===== src/rtl/nibble_serial_adder_ctrl_if.sv =====
// Bundle between the serial-add controller, its requester and the external 4-bit adder.
// The requester side also models the adder, so it owns add_sum/add_cout.
interface nibble_serial_adder_ctrl_if #(
    parameter int WIDTH = 16
);
    logic             start;
    logic [WIDTH-1:0] op_a;
    logic [WIDTH-1:0] op_b;
    logic             cin;
    logic             busy;
    logic             done;
    logic [WIDTH-1:0] result;
    logic             cout;
    logic [3:0]       add_a;
    logic [3:0]       add_b;
    logic             add_cin;
    logic [3:0]       add_sum;
    logic             add_cout;

    modport master (
        output start, op_a, op_b, cin, add_sum, add_cout,
        input  busy, done, result, cout, add_a, add_b, add_cin
    );

    modport slave (
        input  start, op_a, op_b, cin, add_sum, add_cout,
        output busy, done, result, cout, add_a, add_b, add_cin
    );
endinterface


===== src/rtl/nibble_serial_adder_ctrl.sv =====
// Adds two WIDTH-bit operands through one external 4-bit adder, one nibble per
// clock LSB first, chaining the carry between nibbles through a register.
module nibble_serial_adder_ctrl #(
    parameter int WIDTH = 16
) (
    input logic                    clk,
    input logic                    rst,
    nibble_serial_adder_ctrl_if.slave bus
);
    localparam int NIB   = WIDTH / 4;
    localparam int IDX_W = (NIB > 1) ? $clog2(NIB) : 1;
    localparam logic [IDX_W-1:0] LAST_IDX = IDX_W'(NIB - 1);

    typedef enum logic [1:0] {
        IDLE = 2'd0,
        RUN  = 2'd1,
        DONE = 2'd2
    } state_t;

    state_t           state;
    state_t           state_next;
    logic [IDX_W-1:0] idx;
    logic             carry;
    logic [WIDTH-1:0] a_q;
    logic [WIDTH-1:0] b_q;
    logic [WIDTH-1:0] result_q;
    logic             cout_q;
    logic             accept;
    logic             last;

    // DONE accepts a new request exactly like IDLE, giving back-to-back operation.
    assign accept = bus.start && ((state == IDLE) || (state == DONE));
    assign last   = (idx == LAST_IDX);

    // NOTE: sequential state uses non-blocking assignments so every register
    // samples pre-edge values; blocking here would create order-dependent races.
    always_ff @(posedge clk) begin
        if (rst) state <= IDLE;
        else     state <= state_next;
    end

    // NOTE: every always_comb output gets a default first, so no path leaves it
    // unassigned and no latch is inferred.
    always_comb begin
        state_next = state;
        unique case (state)
            IDLE:    if (bus.start) state_next = RUN;
            RUN:     if (last)      state_next = DONE;
            DONE:    state_next = bus.start ? RUN : IDLE;
            default: state_next = IDLE;
        endcase
    end

    always_ff @(posedge clk) begin
        if (rst) begin
            idx      <= '0;
            carry    <= 1'b0;
            a_q      <= '0;
            b_q      <= '0;
            result_q <= '0;
            cout_q   <= 1'b0;
        end else if (accept) begin
            idx      <= '0;
            carry    <= bus.cin;
            a_q      <= bus.op_a;
            b_q      <= bus.op_b;
            result_q <= '0;
            cout_q   <= 1'b0;
        end else if (state == RUN) begin
            result_q[{idx, 2'b00} +: 4] <= bus.add_sum;
            carry                       <= bus.add_cout;
            if (last) begin
                idx    <= '0;
                cout_q <= bus.add_cout;
            end else begin
                idx <= idx + 1'b1;
            end
        end
    end

    // Adder operands come from registers only, never straight from start/op_*.
    always_comb begin
        bus.busy    = (state == RUN);
        bus.done    = (state == DONE);
        bus.add_a   = 4'h0;
        bus.add_b   = 4'h0;
        bus.add_cin = 1'b0;
        if (state == RUN) begin
            bus.add_a   = a_q[{idx, 2'b00} +: 4];
            bus.add_b   = b_q[{idx, 2'b00} +: 4];
            bus.add_cin = carry;
        end
    end

    assign bus.result = result_q;
    assign bus.cout   = cout_q;
endmodule

===== src/flat_wrapper.sv =====
// flat-port wrapper written by rule: the top's interface ports become plain ports
module nibble_serial_adder_ctrl_flat 
#(
    parameter int WIDTH = 16
)
  (clk, rst, bus_start, bus_op_a, bus_op_b, bus_cin, bus_add_sum, bus_add_cout, bus_busy, bus_done, bus_result, bus_cout, bus_add_a, bus_add_b, bus_add_cin);
  nibble_serial_adder_ctrl_if #(.WIDTH(WIDTH)) bus_i ();
  input logic clk;
  input logic rst;
  input wire logic [$bits(bus_i.start)-1:0] bus_start;
  input wire logic [$bits(bus_i.op_a)-1:0] bus_op_a;
  input wire logic [$bits(bus_i.op_b)-1:0] bus_op_b;
  input wire logic [$bits(bus_i.cin)-1:0] bus_cin;
  input wire logic [$bits(bus_i.add_sum)-1:0] bus_add_sum;
  input wire logic [$bits(bus_i.add_cout)-1:0] bus_add_cout;
  output wire logic [$bits(bus_i.busy)-1:0] bus_busy;
  output wire logic [$bits(bus_i.done)-1:0] bus_done;
  output wire logic [$bits(bus_i.result)-1:0] bus_result;
  output wire logic [$bits(bus_i.cout)-1:0] bus_cout;
  output wire logic [$bits(bus_i.add_a)-1:0] bus_add_a;
  output wire logic [$bits(bus_i.add_b)-1:0] bus_add_b;
  output wire logic [$bits(bus_i.add_cin)-1:0] bus_add_cin;
  assign bus_i.start = bus_start;
  assign bus_i.op_a = bus_op_a;
  assign bus_i.op_b = bus_op_b;
  assign bus_i.cin = bus_cin;
  assign bus_i.add_sum = bus_add_sum;
  assign bus_i.add_cout = bus_add_cout;
  assign bus_busy = bus_i.busy;
  assign bus_done = bus_i.done;
  assign bus_result = bus_i.result;
  assign bus_cout = bus_i.cout;
  assign bus_add_a = bus_i.add_a;
  assign bus_add_b = bus_i.add_b;
  assign bus_add_cin = bus_i.add_cin;
  nibble_serial_adder_ctrl #(.WIDTH(WIDTH)) u_core (.clk(clk), .rst(rst), .bus(bus_i));
endmodule

===== config.mk =====
export PLATFORM = sky130hd
export DESIGN_NAME = nibble_serial_adder_ctrl_flat
export DESIGN_NICKNAME = d
export VERILOG_FILES = /design/src/rtl/nibble_serial_adder_ctrl_if.sv /design/src/rtl/nibble_serial_adder_ctrl.sv /design/src/flat_wrapper.sv
export SDC_FILE = /design/constraint.sdc
export NUM_CORES = 1
export LEC_CHECK = 0
export ABC_CLOCK_PERIOD_IN_PS = 2550
export CAP_MARGIN = 0
export CORE_MARGIN = 8
export CORE_UTILIZATION = 40
export CTS_CLUSTER_SIZE = 30
export DETAILED_ROUTE_END_ITERATION = 8
export GPL_TIMING_DRIVEN = 0
export PLACE_DENSITY = 0.69
export REMOVE_ABC_BUFFERS = 1
export SLEW_MARGIN = 40
export SYNTH_ARGS = -nofsm -noshare
export SYNTH_HDL_FRONTEND = slang
export SYNTH_SLANG_ARGS = --single-unit
export TNS_END_PERCENT = 10

===== constraint.sdc =====
create_clock -name clk -period 2.55 [get_ports clk]
set_clock_uncertainty 0.15 [all_clocks]
set_input_delay 0.255 -clock clk [delete_from_list [all_inputs] [get_ports clk]]
set_output_delay 0.255 -clock clk [all_outputs]
set_load 0.01 [all_outputs]

==> flow_metrics.env <==
export IMPL_synthAdderAreaFrac_pct=3.280
export IMPL_period_share_pct=94.99
export IMPL_syn2layout_area_growth_pct=38.05
export IMPL_wl_per_cell_um=14.10
export IMPL_drv_cap=0
export IMPL_htree_num_levels=2
export IMPL_grt_max_degree=37
export IMPL_worstMarginPinSlew_ps=704.4
export IMPL_place_ws_ps=5.818
export IMPL_die_x_um=91.64
export IMPL_initial_core_util_pct=41.56
export IMPL_io_buffer_count=68
export IMPL_wirelength_um=5400
export IMPL_setup_worst_path_end_class="output port"
export IMPL_whs_ps=203.5
export IMPL_drc=0
export IMPL_setup_viol=0
export IMPL_whs_endpoint="u_core.state[1]$_SDFFE_PP0P_"
export IMPL_hold_class="in2reg"
export IMPL_holdPathStages=2
export IMPL_num_vias=1961
export IMPL_synthCells=249
export IMPL_crit_required_ps=2140
export IMPL_period_needed_ps=2422
export IMPL_grt_first_pass_wirelength_um=9418
export IMPL_rsz0062_at_grt="false"
export IMPL_placedCellCount=375
export IMPL_slew_viol_final=0
export IMPL_root_buffer="clkbuf_8"
export IMPL_diodes=0
export IMPL_cts_buffers=5
export IMPL_synth_top_family_by_area="simple AND/OR/NAND/NOR gates"
export IMPL_cts_tree="done"
export IMPL_io_pins=69
export IMPL_drt_iter0_drc=120
export IMPL_grt_pass1_vias=2001
export IMPL_fin_cells=383
export IMPL_insertion_delay_ps=300
export IMPL_p_leak_nw=1.136
export IMPL_ys_warn_count=0
export IMPL_synth_seq_area_share_pct=47.24
export IMPL_total_power_w=0.001652
export IMPL_synth_avg_cell_area_sq_um=9.191
export IMPL_peakVddDrop_mv=0.2926
export IMPL_routabilityCongestion=0.7010
export IMPL_drtPass1Iterations=4
export IMPL_critPathLaunchType="flop"
export IMPL_hold_start="rst"
export IMPL_setup_slack_ps=127.7
export IMPL_r2r_setup_slack_ps=520
export IMPL_synth_area_sq_mm=0.002288
export IMPL_hold_viol=0
export IMPL_nets=357
export IMPL_grt_overflow=0
export IMPL_via_per_inst=5.120
export IMPL_synth_seq_cells=54
export IMPL_hpwl_um=3980
export IMPL_status="completed"
export IMPL_cts_buffer_depth=2
export IMPL_ys_types=31
export IMPL_critical_path_class="reg2out"
export IMPL_reg2reg_to="u_core.bus.result[6]$_SDFFE_PP0P_"
export IMPL_postRouteAntennaNets=0
export IMPL_synth_mux_area_share_pct=7.873
export IMPL_clk_pin_slew_ps=90
export IMPL_yosys_area_share_simple_pct=21.38
export IMPL_clock_sinks=54
export IMPL_cp_max_fo=16
export IMPL_cp_arrival_ps=2020
export IMPL_synth_xor_area_share_pct=0
export IMPL_reg2regPathDepth=5
export IMPL_core_sq_mm=0.005507
export IMPL_dieArea_sq_mm=0.008398
export IMPL_slew_headroom_pct=53.04
export IMPL_max_freq_ghz=0.4128
export IMPL_drive_gt1_share_pct=9.003
export IMPL_pwr_density_cell_mw_per_mm2=523.0
export IMPL_die_h_um=91.64
export IMPL_antenna_found_initial=0
export IMPL_rows=27
export IMPL_grt_use_total_pct=13.36
export IMPL_synth_compound_area_share_pct=16.35
export IMPL_reg2reg_from="u_core.idx[1]$_SDFFE_PP0P_"
export IMPL_hold_buffers=0
stage by stage:
stage	area, sq um	setup TNS [ps]	util [%]
global placement	2989	-43250	54.28
floorplan	2218	0	-
finish	3159	0	57.37
detailed placement	3049	0	55.37
CTS	3156	0	57.31
global route	3159	0	57.37
how the worst max path moves through the flow:
stage	cells after the start	slack [ps]	end	from
2_1_floorplan	3	40	u_core.bus.result[0]$_SDFFE_PP0P_	u_core.state[0]$_SDFFE_PP0P_
3_3_place_gp	4	-1200	u_core.bus.result[0]$_SDFFE_PP0P_	bus_start
3_5_place_dp	3	6	bus_add_b[2]	u_core.idx[0]$_SDFFE_PP0P_
4_1_cts	3	40	bus_add_b[2]	u_core.idx[1]$_SDFFE_PP0P_
5_1_grt	3	40	bus_add_a[2]	u_core.idx[0]$_SDFFE_PP0P_
6_report	3	130	bus_add_b[2]	u_core.idx[0]$_SDFFE_PP0P_
critical path, stage by stage, from the launching register on:
cell and delay, ps:
dfxtp_4 520, mux4_2 530, and2_1 180, clkdlybuf4s50_1 480
state kept, by name, summed over array words and instances (netlist names):
| name | count |
|---|---|
| u_core.a_q | 16 |
| u_core.state | 2 |
| u_core.bus.cout | 1 |
| u_core.b_q | 16 |
| u_core.carry | 1 |
| u_core.bus.result | 16 |
| u_core.idx | 2 |
synthesized netlist by cell type, drive strengths merged:
library cell | number | share of area, %
a32o | 10 | 4.4
nand2b | 4 | 1.1
nand2 | 70 | 11
nor4 | 1 | 0.55
nor2b | 3 | 0.82
o21ai | 2 | 0.44
a22o | 4 | 1.5
a21oi | 37 | 8.1
o21a | 1 | 0.33
dfxtp | 54 | 47
inv | 5 | 0.82
and4bb | 1 | 0.55
and2 | 10 | 2.7
and4 | 1 | 0.38
mux4 | 8 | 7.9
nor2 | 3 | 0.49
buf | 9 | 1.9
clkbuf | 7 | 1.1
and3b | 1 | 0.38
a311oi | 1 | 0.38
nor4b | 2 | 1.4
nand3 | 3 | 0.66
ha | 6 | 3.3
a211oi | 3 | 1.2
or3 | 1 | 0.27
nor3 | 1 | 0.22
nand3b | 1 | 0.33
cell usage in the layout, fill, tap and decap left out, types with 2 or more instances in the layout:
cell and n:
a22o_1 4, a21oi_1 37, inv_1 4, buf_16 2, ha_1 6, nand2_1 70
nor2b_1 2, dfxtp_1 52, nand2b_2 2, mux4_2 8, nand2b_1 2, and2_1 10
nor2_1 3, a32o_1 10, clkdlybuf4s50_1 67, clkinv_4 2, a211oi_1 2, nand3_1 3
clkbuf_8 6, o21ai_0 2
power breakdown:
group / internal [W] / switching, W
logic: 0.000133 / 0.000113
registers: 0.000880 / 0.0000269
clock network: 0.000224 / 0.000276
repair_timing:
item                                    in CTS  in global routing
buffers inserted                             0                  0
pin swaps                                    0                  0
gates resized for setup                      3                  2
endpoints found under the setup margin       8                  7
cloned                                       0                  0
layout make-up:
cell class / count / area (sq um)
flip-flops and latches: 54 / 1086
well taps: 72 / 90.09
clock inverters: 2 / 17.52
multi-input cells: 174 / 1131
repair buffers: 70 / 730.7
inverters: 5 / 21.27
fillers: 508 / 2347
clock buffers: 6 / 82.58
cells by family (layout without fill, tap and decap cells):
group | after synthesis | after routing
simple gates | 102 | 102
fa+ha+maj | 6 | 6
flops | 54 | 54
compound gates | 58 | 58
mux | 8 | 8
buf+inv | 21 | 83
per-layer routing:
metal  GRT usage, %  vias up  part of all wire, %
li1               -      987                    -
met2          20.77       53                   45
met1          16.62      917                   47
met3          5.868        4                  7.1
met4          3.001        0                 0.81
met5              0        -                    0
Note: power is estimated with default switching activity, not from simulation.
